==> config.mk <==
export PLATFORM = sky130hd
export DESIGN_NAME = pipe_hazard_ctrl
export DESIGN_NICKNAME = d
export VERILOG_FILES = /design/src/rtl/pipe_ctrl_pkg.sv /design/src/rtl/hazard_match.sv /design/src/rtl/pipe_hazard_ctrl.sv
export SDC_FILE = /design/constraint.sdc
export NUM_CORES = 1
export LEC_CHECK = 0
export CAP_MARGIN = 10
export CORE_UTILIZATION = 48
export CTS_CLUSTER_DIAMETER = 150
export CTS_CLUSTER_SIZE = 12
export DETAILED_ROUTE_END_ITERATION = 10
export PLACE_DENSITY_LB_ADDON = 0.08
export SLEW_MARGIN = 5
export SYNTH_ARGS = -nofsm -noshare
export SYNTH_HDL_FRONTEND = slang
export SYNTH_SLANG_ARGS = --single-unit
export TNS_END_PERCENT = 5
==> constraint.sdc <==
create_clock -name clk -period 3.5 [get_ports clk]
set_input_delay 0.525 -clock clk [delete_from_list [all_inputs] [get_ports clk]]
set_output_delay 0.525 -clock clk [all_outputs]
set_load 0.005 [all_outputs]
==> src/rtl/pipe_ctrl_pkg.sv <==
// Shared types for the pipeline hazard controller.
// Scoreboard entry layout and the register match helper.
package pipe_ctrl_pkg;

  localparam int RF_AW  = 5;
  localparam int FWD_RF = 0;

  typedef struct packed {
    logic             valid;
    logic [RF_AW-1:0] rd;
    logic             regwrite;
    logic             memread;
  } sb_entry_t;

  function automatic logic rd_match(
    input sb_entry_t        e,
    input logic [RF_AW-1:0] rs,
    input logic             used
  );
    return e.valid & e.regwrite & (e.rd != '0)
         & (e.rd == rs) & used;
  endfunction

endpackage

==> src/rtl/hazard_match.sv <==
// One source register checked against the whole scoreboard.
// Yields a load interlock hit and the issue-time forward select.
module hazard_match
  import pipe_ctrl_pkg::*;
#(
  parameter int NSTAGES     = 3,
  parameter int LOAD_STAGES = 1,
  parameter int FWD_W       = 2
) (
  input  sb_entry_t [NSTAGES-1:0] sb,
  input  logic [RF_AW-1:0]        rs,
  input  logic                    used,
  output logic                    load_hit,
  output logic [FWD_W-1:0]        fwd_sel
);

  // scan oldest to youngest so the youngest qualifying stage wins
  always_comb begin
    load_hit = 1'b0;
    fwd_sel  = FWD_W'(FWD_RF);
    for (int j = NSTAGES - 2; j >= 0; j--) begin
      if (rd_match(sb[j], rs, used) &&
          !(sb[j].memread && (j + 1) < LOAD_STAGES))
        fwd_sel = FWD_W'(j + 1);
    end
    for (int j = 0; j < NSTAGES; j++) begin
      if (j < LOAD_STAGES && sb[j].memread &&
          rd_match(sb[j], rs, used))
        load_hit = 1'b1;
    end
  end

endmodule

==> src/rtl/pipe_hazard_ctrl.sv <==
// Scoreboard-based stall/flush/bubble and forwarding control.
// Tracks NSTAGES stages behind decode (stage 0 = EX).
module pipe_hazard_ctrl
  import pipe_ctrl_pkg::*;
#(
  parameter int RF_ADDRESS  = 5,
  parameter int NSTAGES     = 3,
  parameter int LOAD_STAGES = 1,
  parameter int FWD_W       = $clog2(NSTAGES + 1)
) (
  input  logic                  clk,
  input  logic                  reset,
  input  logic                  id_valid,
  input  logic [RF_ADDRESS-1:0] id_rs1,
  input  logic [RF_ADDRESS-1:0] id_rs2,
  input  logic                  id_rs1_used,
  input  logic                  id_rs2_used,
  input  logic [RF_ADDRESS-1:0] id_rd,
  input  logic                  id_regwrite,
  input  logic                  id_memread,
  input  logic                  ex_redirect,
  input  logic                  ex_busy,
  output logic                  stall_if,
  output logic                  stall_id,
  output logic                  flush_if_id,
  output logic                  bubble_ex,
  output logic [FWD_W-1:0]      fwd_a_sel,
  output logic [FWD_W-1:0]      fwd_b_sel,
  output logic [NSTAGES-1:0]    stage_valid
);

  sb_entry_t [NSTAGES-1:0] sb_q;
  sb_entry_t               id_e;
  logic                    a_load;
  logic                    b_load;
  logic [FWD_W-1:0]        a_sel;
  logic [FWD_W-1:0]        b_sel;
  logic                    load_use;
  logic                    redir;
  logic                    issue;

  hazard_match #(
    .NSTAGES     (NSTAGES),
    .LOAD_STAGES (LOAD_STAGES),
    .FWD_W       (FWD_W)
  ) u_match_a (
    .sb       (sb_q),
    .rs       (id_rs1),
    .used     (id_rs1_used),
    .load_hit (a_load),
    .fwd_sel  (a_sel)
  );

  hazard_match #(
    .NSTAGES     (NSTAGES),
    .LOAD_STAGES (LOAD_STAGES),
    .FWD_W       (FWD_W)
  ) u_match_b (
    .sb       (sb_q),
    .rs       (id_rs2),
    .used     (id_rs2_used),
    .load_hit (b_load),
    .fwd_sel  (b_sel)
  );

  // a held select follows its producer down the pipe until it reaches the RF
  function automatic logic [FWD_W-1:0] age_sel(
    input logic [FWD_W-1:0] s
  );
    if (s == FWD_W'(FWD_RF))
      return FWD_W'(FWD_RF);
    if (int'(s) + 1 > NSTAGES - 1)
      return FWD_W'(FWD_RF);
    return s + 1'b1;
  endfunction

  // hazard controls; redirect dominates load-use, busy freezes the front end
  always_comb begin
    id_e          = '0;
    id_e.valid    = 1'b1;
    id_e.rd       = id_rd;
    id_e.regwrite = id_regwrite;
    id_e.memread  = id_memread;
    load_use      = id_valid & (a_load | b_load);
    redir         = ex_redirect & ~ex_busy;
    stall_if      = ex_busy | (load_use & ~redir);
    stall_id      = stall_if;
    flush_if_id   = redir;
    bubble_ex     = ~ex_busy & (load_use | redir);
    issue         = id_valid & ~bubble_ex;
    for (int k = 0; k < NSTAGES; k++)
      stage_valid[k] = sb_q[k].valid;
  end

  // scoreboard shift and registered forward selects
  always_ff @(posedge clk or negedge reset) begin
    if (!reset) begin
      sb_q      <= '0;
      fwd_a_sel <= '0;
      fwd_b_sel <= '0;
    end else if (ex_busy) begin
      for (int k = 2; k < NSTAGES; k++)
        sb_q[k] <= sb_q[k-1];
      sb_q[1]   <= '0;
      fwd_a_sel <= age_sel(fwd_a_sel);
      fwd_b_sel <= age_sel(fwd_b_sel);
    end else begin
      for (int k = 1; k < NSTAGES; k++)
        sb_q[k] <= sb_q[k-1];
      sb_q[0]   <= issue ? id_e : '0;
      fwd_a_sel <= issue ? a_sel : FWD_W'(FWD_RF);
      fwd_b_sel <= issue ? b_sel : FWD_W'(FWD_RF);
    end
  end

endmodule
==> metrics.md, run 1 <==
| Metric | Value |
|---|---|
| Status | `finished, final reports clean` |
| Clock share of power | `0.285` |
| Initial core utilization | `0.522` |
| Mapped Cells | `94` |
| PwrDens | `330 nW/um2` |
| Total vias in the final route | `roughly 830` |
| Vias in the first global route | `a little under 900` |
| CORE AREA | `~2000 um2` |
| DR DRC count | `0` |
| VDD IR max | `0.255 mV` |
| Most area-consuming cells after synthesis | `dfrtp_1 48%, xnor2_1 10%, a32o_1 6.7%, xor2_1 6.7%, nor2b_1 4.8%` |
| Layout net count | `152` |
| Global-route wire length before repair | `around 4000 um` |
| Pint | `0.357 mW` |
| Pin count of the biggest net entering global routing | `21` |
| Unique masters post-synth | `26` |
| Top cells by count, synth | `20 x dfrtp_1, 12 x xnor2_1, 8 x nor2b_1, 8 x xor2_1, 7 x a32o_1` |
| Synth Net Count | `118` |
| CTS Buf Count | `3` |
| Highest achievable clock rate | `roughly 0.3 GHz` |
| Crit start category | `primary input` |
| CTS tree | `done` |
| Hold Crit Class | `reg2reg` |
| Number of setup violations in the final report | `0` |
| Worst Path Required | `2.97 ns` |
| Antenna cells | `0` |
| Yosys warns | `0` |
| Post-Syn Area | `between 1000 and 1500 um2` |
| Crit end category | `output port` |
| Sw Share | `0.243` |
| Worst hold stages | `0` |
| Final GP Congestion | `0.896` |
| R2R Setup Slk | `1.46 ns` |
| Worst-skew pair later-pin latency | `roughly 0.3 ns` |
| Maxcap violations | `0` |
| H-Tree Level Count | `1` |
| Fin crit period | `3.29 ns` |
| Worst-path clk slew | `between 0.1 and 0.15 ns` |
| Gr ovfl total | `0` |
| Max Slew Vio Count | `0` |
| Synth-to-layout area growth | `37.0%` |
| Final HPWL DP | `between 1500 and 2000 um` |
| Sequential share of power | `0.532` |
| R2R cell count | `6` |
| Register area | `500 um2` |
| Antenna violations before repair | `0` |
| Critical Path Fanout Max | `3` |
| Slew @ Worst Pin | `slightly below 0.9 ns` |
| Die area | `roughly 2400 um2` |
| Hold path endpoint | `stage_valid[2]` |
| GRT Total Usage | `0.226` |
| Critical path class | `in2out` |
| Crit path from | `id_rs2[0]` |
| Setup WS post-layout | `around 0.21 ns` |
| PostCTS Resize Cnt | `0` |
| Post-Syn Area per Cell | `roughly 11 um2` |
| DRT antenna net count | `0` |
| Filler cells | `between 150 and 200` |
| Drt initial violations | `6` |
| Reg2reg end | `sb_q[1]` |
| Number of enable flip-flop cells after synthesis | `0` |
| Min-delay src | `stage_valid[1]` |
| Top Ports | `35` |
| Share of the synthesized area in the top cell type | `0.479` |
| Hold Slack | `between 0.4 and 0.5 ns` |
| Dpl ws | `~0.24 ns` |
| Total iterations of the first detailed-routing run | `4` |
| Share of total power in combinational logic | `0.183` |
| Switching power | `0.115 mW` |
| Sequential area share after synthesis | `0.479` |
| Post-CTS Setup Bufs | `0` |
| #FFs+latches synth | `20` |
| Yosys top cell by area | `dfrtp_1` |
| Sink Count | `20` |
| Final setup skew | `~0.0023 ns` |
| RSZ-0062 raised after global routing | `no` |
| Area of the multi-input gates | `487 um2` |
| Asr flop ratio synth | `1.00` |
| Total wire length | `around 2300 um` |
| Leakage | `around 0.59 nW` |
| Die Wd | `a little under 50 um` |
| Root Driver | `clkbuf_4` |
| Setup_tns | `0 ns` |
| Endpoints failing hold | `0` |
| Design Power | `~0.47 mW` |
| Clock buffer depth | `2` |
| WP data arrival | `between 2 and 3 ns` |
| Max_slew headroom | `0.409` |
| Synth Flop Type | `dfrtp_1` |
| Reg2reg start | `sb_q[6]` |
| Share of post-route cells with drive strength above 1 | `0.0709` |
| Fin crit share | `0.939` |
| Count leader, synth | `dfrtp_1` |
| Die height | `between 40 and 50 um` |
| PortBufs | `34` |
| WL per Instance | `about 15 um` |
| Core Rows | `16` |
| Hold-fix buffers, CTS | `0` |
| Vias per cell | `about 5.4` |
flip-flops by register name, indices dropped and copies added (netlist names):
register and flops:
sb_q 13, stage_valid 3, fwd_a_sel 2, fwd_b_sel 2
cell usage in the layout, fill, tap and decap left out, types with 3 or more instances in the layout:
| cell | netlist | routed |
|---|---|---|
| clkdlybuf4s50_1 | 0 | 34 |
| dfrtp_1 | 20 | 20 |
| xnor2_1 | 12 | 12 |
| nor2b_1 | 8 | 8 |
| xor2_1 | 8 | 8 |
| a32o_1 | 7 | 7 |
| inv_1 | 3 | 3 |
| clkbuf_4 | 0 | 3 |
| buf_4 | 4 | 3 |
kinds of logic (layout without fill, tap and decap cells):
kind of cell / count (synthesis) / in the layout / share of synthesized area
AOI/OAI and AO/OA: 17 / 17 / 0.150
and+or+nand+nor: 26 / 26 / 0.148
buffers and inverters: 11 / 44 / 0.0551
xor gates and xnor gates: 20 / 20 / 0.168
DFF: 20 / 20 / 0.479
how the worst max path moves through the flow:
stage                     to  slack, ns  cells past startpoint
finish              stall_id       0.21                      7
global route        stall_id       0.05                      7
CTS                 stall_id       0.23                      7
detailed placement  stall_id       0.24                      7
global placement    stall_id       0.28                      7
floorplan           stall_if       1.14                      7
layer usage:
| layer | vias up | global-route usage | share of wire |
|---|---|---|---|
| met5 | - | 0 | 0 |
| met4 | 0 | 0.0931 | 0.014 |
| met3 | 4 | 0.0377 | 0.042 |
| met2 | 25 | 0.368 | 0.49 |
| met1 | 395 | 0.300 | 0.45 |
| li1 | 403 | - | - |
power groups by stage:
| stage | clock [mW] | combinational, mW | sequential [mW] |
|---|---|---|---|
| floorplan | 0 | 0.0408 | 0.252 |
| global placement | 0 | 0.0846 | 0.255 |
| detailed placement | 0 | 0.0864 | 0.256 |
| CTS | 0.138 | 0.0875 | 0.251 |
| global route | 0.150 | 0.0944 | 0.252 |
| finish | 0.134 | 0.0865 | 0.251 |
worst max-delay path, cell delays in order:
cell	delay, ns
clkdlybuf4s50_1	0.51
xnor2_1	0.14
nand4_1	0.15
o22ai_1	0.17
or3b_2	0.50
o21bai_1	0.22
clkdlybuf4s50_1	0.53
layout make-up:
class / instances / area share
tap: 27 / 0.0236
clock buffer: 4 / 0.0253
timing repair buffer: 37 / 0.253
sequential: 20 / 0.350
inverter: 3 / 0.00787
multi-input combinational: 63 / 0.340
per-stage QoR:
step | instance area [um2] | instances | utilization
finish | 1430 | 154 | 0.715
global route | 1430 | 154 | 0.715
CTS | 1430 | 154 | 0.715
detailed placement | 1400 | 150 | 0.697
global placement | 1400 | 150 | 0.697
floorplan | 1040 | 94 | -
Note: power is estimated with default switching activity, not from simulation.
==> run 2, diff against run 1 <==
--- a/config.mk
+++ b/config.mk
@@ -6,10 +6,9 @@
 export NUM_CORES = 1
 export LEC_CHECK = 0
-export CAP_MARGIN = 10
 export CORE_UTILIZATION = 48
 export CTS_CLUSTER_DIAMETER = 150
 export CTS_CLUSTER_SIZE = 12
 export DETAILED_ROUTE_END_ITERATION = 10
-export PLACE_DENSITY_LB_ADDON = 0.08
+export PLACE_DENSITY = 0.84
 export SLEW_MARGIN = 5
 export SYNTH_ARGS = -nofsm -noshare
==> constraint.sdc (replaced) <==
create_clock -name clk -period 3.5 [get_ports clk]
set_input_delay 0.35 -clock clk [delete_from_list [all_inputs] [get_ports clk]]
set_output_delay 0.35 -clock clk [all_outputs]
set_load 0.005 [all_outputs]
==> run 2 against run 1 <==
Compared with the run above: sequential share of layout area rose by 0.72 points; sequential power barely moved; critical path depth did not move; largest power group unchanged; critical endpoint unchanged; largest cell class unchanged; count of clock-buffer cells in the layout fell by 1; via count rose by 1.6%.
==> metrics.md, run 2 (synthesized netlist as in run 1, its figures left out) <==
| Metric | Value |
|---|---|
| Status | `finished, final reports clean (unchanged)` |
| Met1 usage | `0.277 (was 0.300)` |
| Vias per cell | `5.56 (was 5.37)` |
| Fin util | `0.701 (was 0.715)` |
| Synth-to-layout area growth | `34.3% (was 37.0%)` |
| CTS tree | `done (unchanged)` |
| Total iterations of the first detailed-routing run | `4 (unchanged)` |
| CORE AREA | `2000 um2 (unchanged)` |
| Hold-fix buffers, CTS | `0 (unchanged)` |
| DR DRC count | `0 (unchanged)` |
| Most frequent cells in the layout | `34 x clkdlybuf4s50_1, 20 x dfrtp_1, 12 x xnor2_1 (unchanged)` |
| PostCTS Resize Cnt | `0 (unchanged)` |
| Vias in the first global route | `839 (was 865)` |
| Endpoints failing hold | `0 (unchanged)` |
| PwrDens | `315 nW/um2 (was 330 nW/um2)` |
| WP data arrival | `2.69 ns (was 2.76 ns)` |
| WL per Instance | `14.7 um (was 15.0 um)` |
| Antenna cells | `0 (unchanged)` |
| Drt initial violations | `17 (was 6)` |
| RSZ-0062 raised after global routing | `no (unchanged)` |
| Filler cells | `164 (was 162)` |
| Final setup skew | `0.00390 ns (was 0.00233 ns)` |
| Post-CTS Setup Bufs | `0 (unchanged)` |
| Clock buffer depth | `2 (unchanged)` |
| Global-route wire length before repair | `3800 um (was 4010 um)` |
| Number of setup violations in the final report | `0 (unchanged)` |
| DRT antenna net count | `0 (unchanged)` |
| Commonest non-fill, non-tap cell in the layout | `clkdlybuf4s50_1 (unchanged)` |
| Top reg by flops | `sb_q (unchanged)` |
| Max Slew Vio Count | `0 (unchanged)` |
| Die height | `48.7 um (unchanged)` |
| Worst Path Required | `3.15 ns (was 2.97 ns)` |
| Crit start category | `primary input (unchanged)` |
| Die area | `2370 um2 (unchanged)` |
| Initial core utilization | `0.522 (unchanged)` |
| VDD IR max | `0.290 mV (was 0.255 mV)` |
| Total wire length | `2220 um (was 2310 um)` |
| GRT Total Usage | `0.213 (was 0.226)` |
| PortBufs | `34 (unchanged)` |
| Highest achievable clock rate | `0.329 GHz (was 0.304 GHz)` |
| Sink Count | `20 (unchanged)` |
| Fin crit share | `0.869 (was 0.939)` |
| Worst-path clk slew | `0.10 ns (was 0.11 ns)` |
| Crit end category | `output port (unchanged)` |
| Slew @ Worst Pin | `0.851 ns (was 0.884 ns)` |
| Worst hold stages | `0 (unchanged)` |
| Top Ports | `35 (unchanged)` |
| Critical Path Fanout Max | `10 (was 3)` |
| Hold Crit Class | `reg2reg (unchanged)` |
| Met3 Use GR | `0.0409 (was 0.0377)` |
| Max reg flops | `13 (unchanged)` |
| Critical path class | `in2out (unchanged)` |
| Layout net count | `150 (was 152)` |
| Root Driver | `clkbuf_4 (unchanged)` |
| Leakage | `0.574 nW (was 0.590 nW)` |
| H-Tree Level Count | `1 (unchanged)` |
| Worst-skew pair later-pin latency | `0.29 ns (was 0.30 ns)` |
| Most Used Layer, Global Route | `met2 (unchanged)` |
| Core Rows | `16 (unchanged)` |
| Fin crit period | `3.04 ns (was 3.29 ns)` |
| Share of post-route cells with drive strength above 1 | `0.0484 (was 0.0709)` |
| Maxcap violations | `0 (unchanged)` |
| Design Power | `0.442 mW (was 0.472 mW)` |
| Max_slew headroom | `0.431 (was 0.409)` |
| Final HPWL DP | `1750 um (about the same)` |
| Total vias in the final route | `840 (was 827)` |
| Pin count of the biggest net entering global routing | `22 (was 21)` |
| Final GP Congestion | `0.883 (was 0.896)` |
| Gr ovfl total | `0 (unchanged)` |
| CTS Buf Count | `3 (unchanged)` |
| R2R cell count | `5 (was 6)` |
| Setup_tns | `0 ns (unchanged)` |
| Routing usage on met2 | `0.352 (was 0.368)` |
| Antenna violations before repair | `0 (unchanged)` |
| Die Wd | `48.7 um (unchanged)` |
-- run 2: changes by cell type in the layout (fill, tap and decap cells not counted) --
cell / before / now
buf_4: 3 / 1
clkbuf_8: 1 / 0
-- run 2: power by group --
group | internal [mW] | total, mW | switching, mW | leakage [nW]
registers | 0.240 | 0.251 | 0.0111 | 0.273
logic | 0.0531 | 0.0859 | 0.0328 | 0.287
clock network | 0.0400 | 0.105 | 0.0654 | 0.0138
-- run 2: area by class of cell --
class	instances	area [um2]	area share
multi-input combinational	63	487	0.347
inverter	3	11.3	0.00803
timing repair buffer	35	348	0.248
tap	27	33.8	0.0241
clock buffer	3	22.5	0.0161
sequential	20	500	0.357
-- run 2: through the flow --
| step | hold slack (ns) | instances | cell area [um2] | worst slack (ns) |
|---|---|---|---|---|
| 6_report | 0.419 | 151 | 1400 | 0.459 |
| 5_1_grt | 0.445 | 151 | 1400 | 0.330 |
| 3_5_place_dp | 0.392 | 148 | 1380 | 0.482 |
| 4_1_cts | 0.418 | 151 | 1400 | 0.461 |
| 2_1_floorplan | 0.0544 | 94 | 1040 | 1.38 |
| 3_3_place_gp | 0.396 | 148 | 1380 | 0.568 |
-- run 2: per-layer routing --
layer	wire length, um	vias up
li1	-	397
met1	975	402
met2	1060	37
met3	142	4
met4	44	0
met5	0	-
-- run 2: worst paths after layout --
kind	end	from	slack (ns)
max in group asynchronous	sb_q[11]	reset	2.44
setup reg to reg	fwd_b_sel[1]	sb_q[2]	1.49
hold / removal	stage_valid[2]	stage_valid[1]	0.42
hold reg to reg	stage_valid[2]	stage_valid[1]	0.42
min in group asynchronous	fwd_a_sel[1]	reset	0.53
setup / recovery	stall_id	id_rs2[0]	0.46
-- run 2: critical path, cell delays in order --
cell	delay (ns)
clkdlybuf4s50_1	0.53
xnor2_1	0.13
nand4_1	0.14
o22ai_1	0.17
or3b_2	0.58
o21bai_1	0.24
clkdlybuf4s50_1	0.54
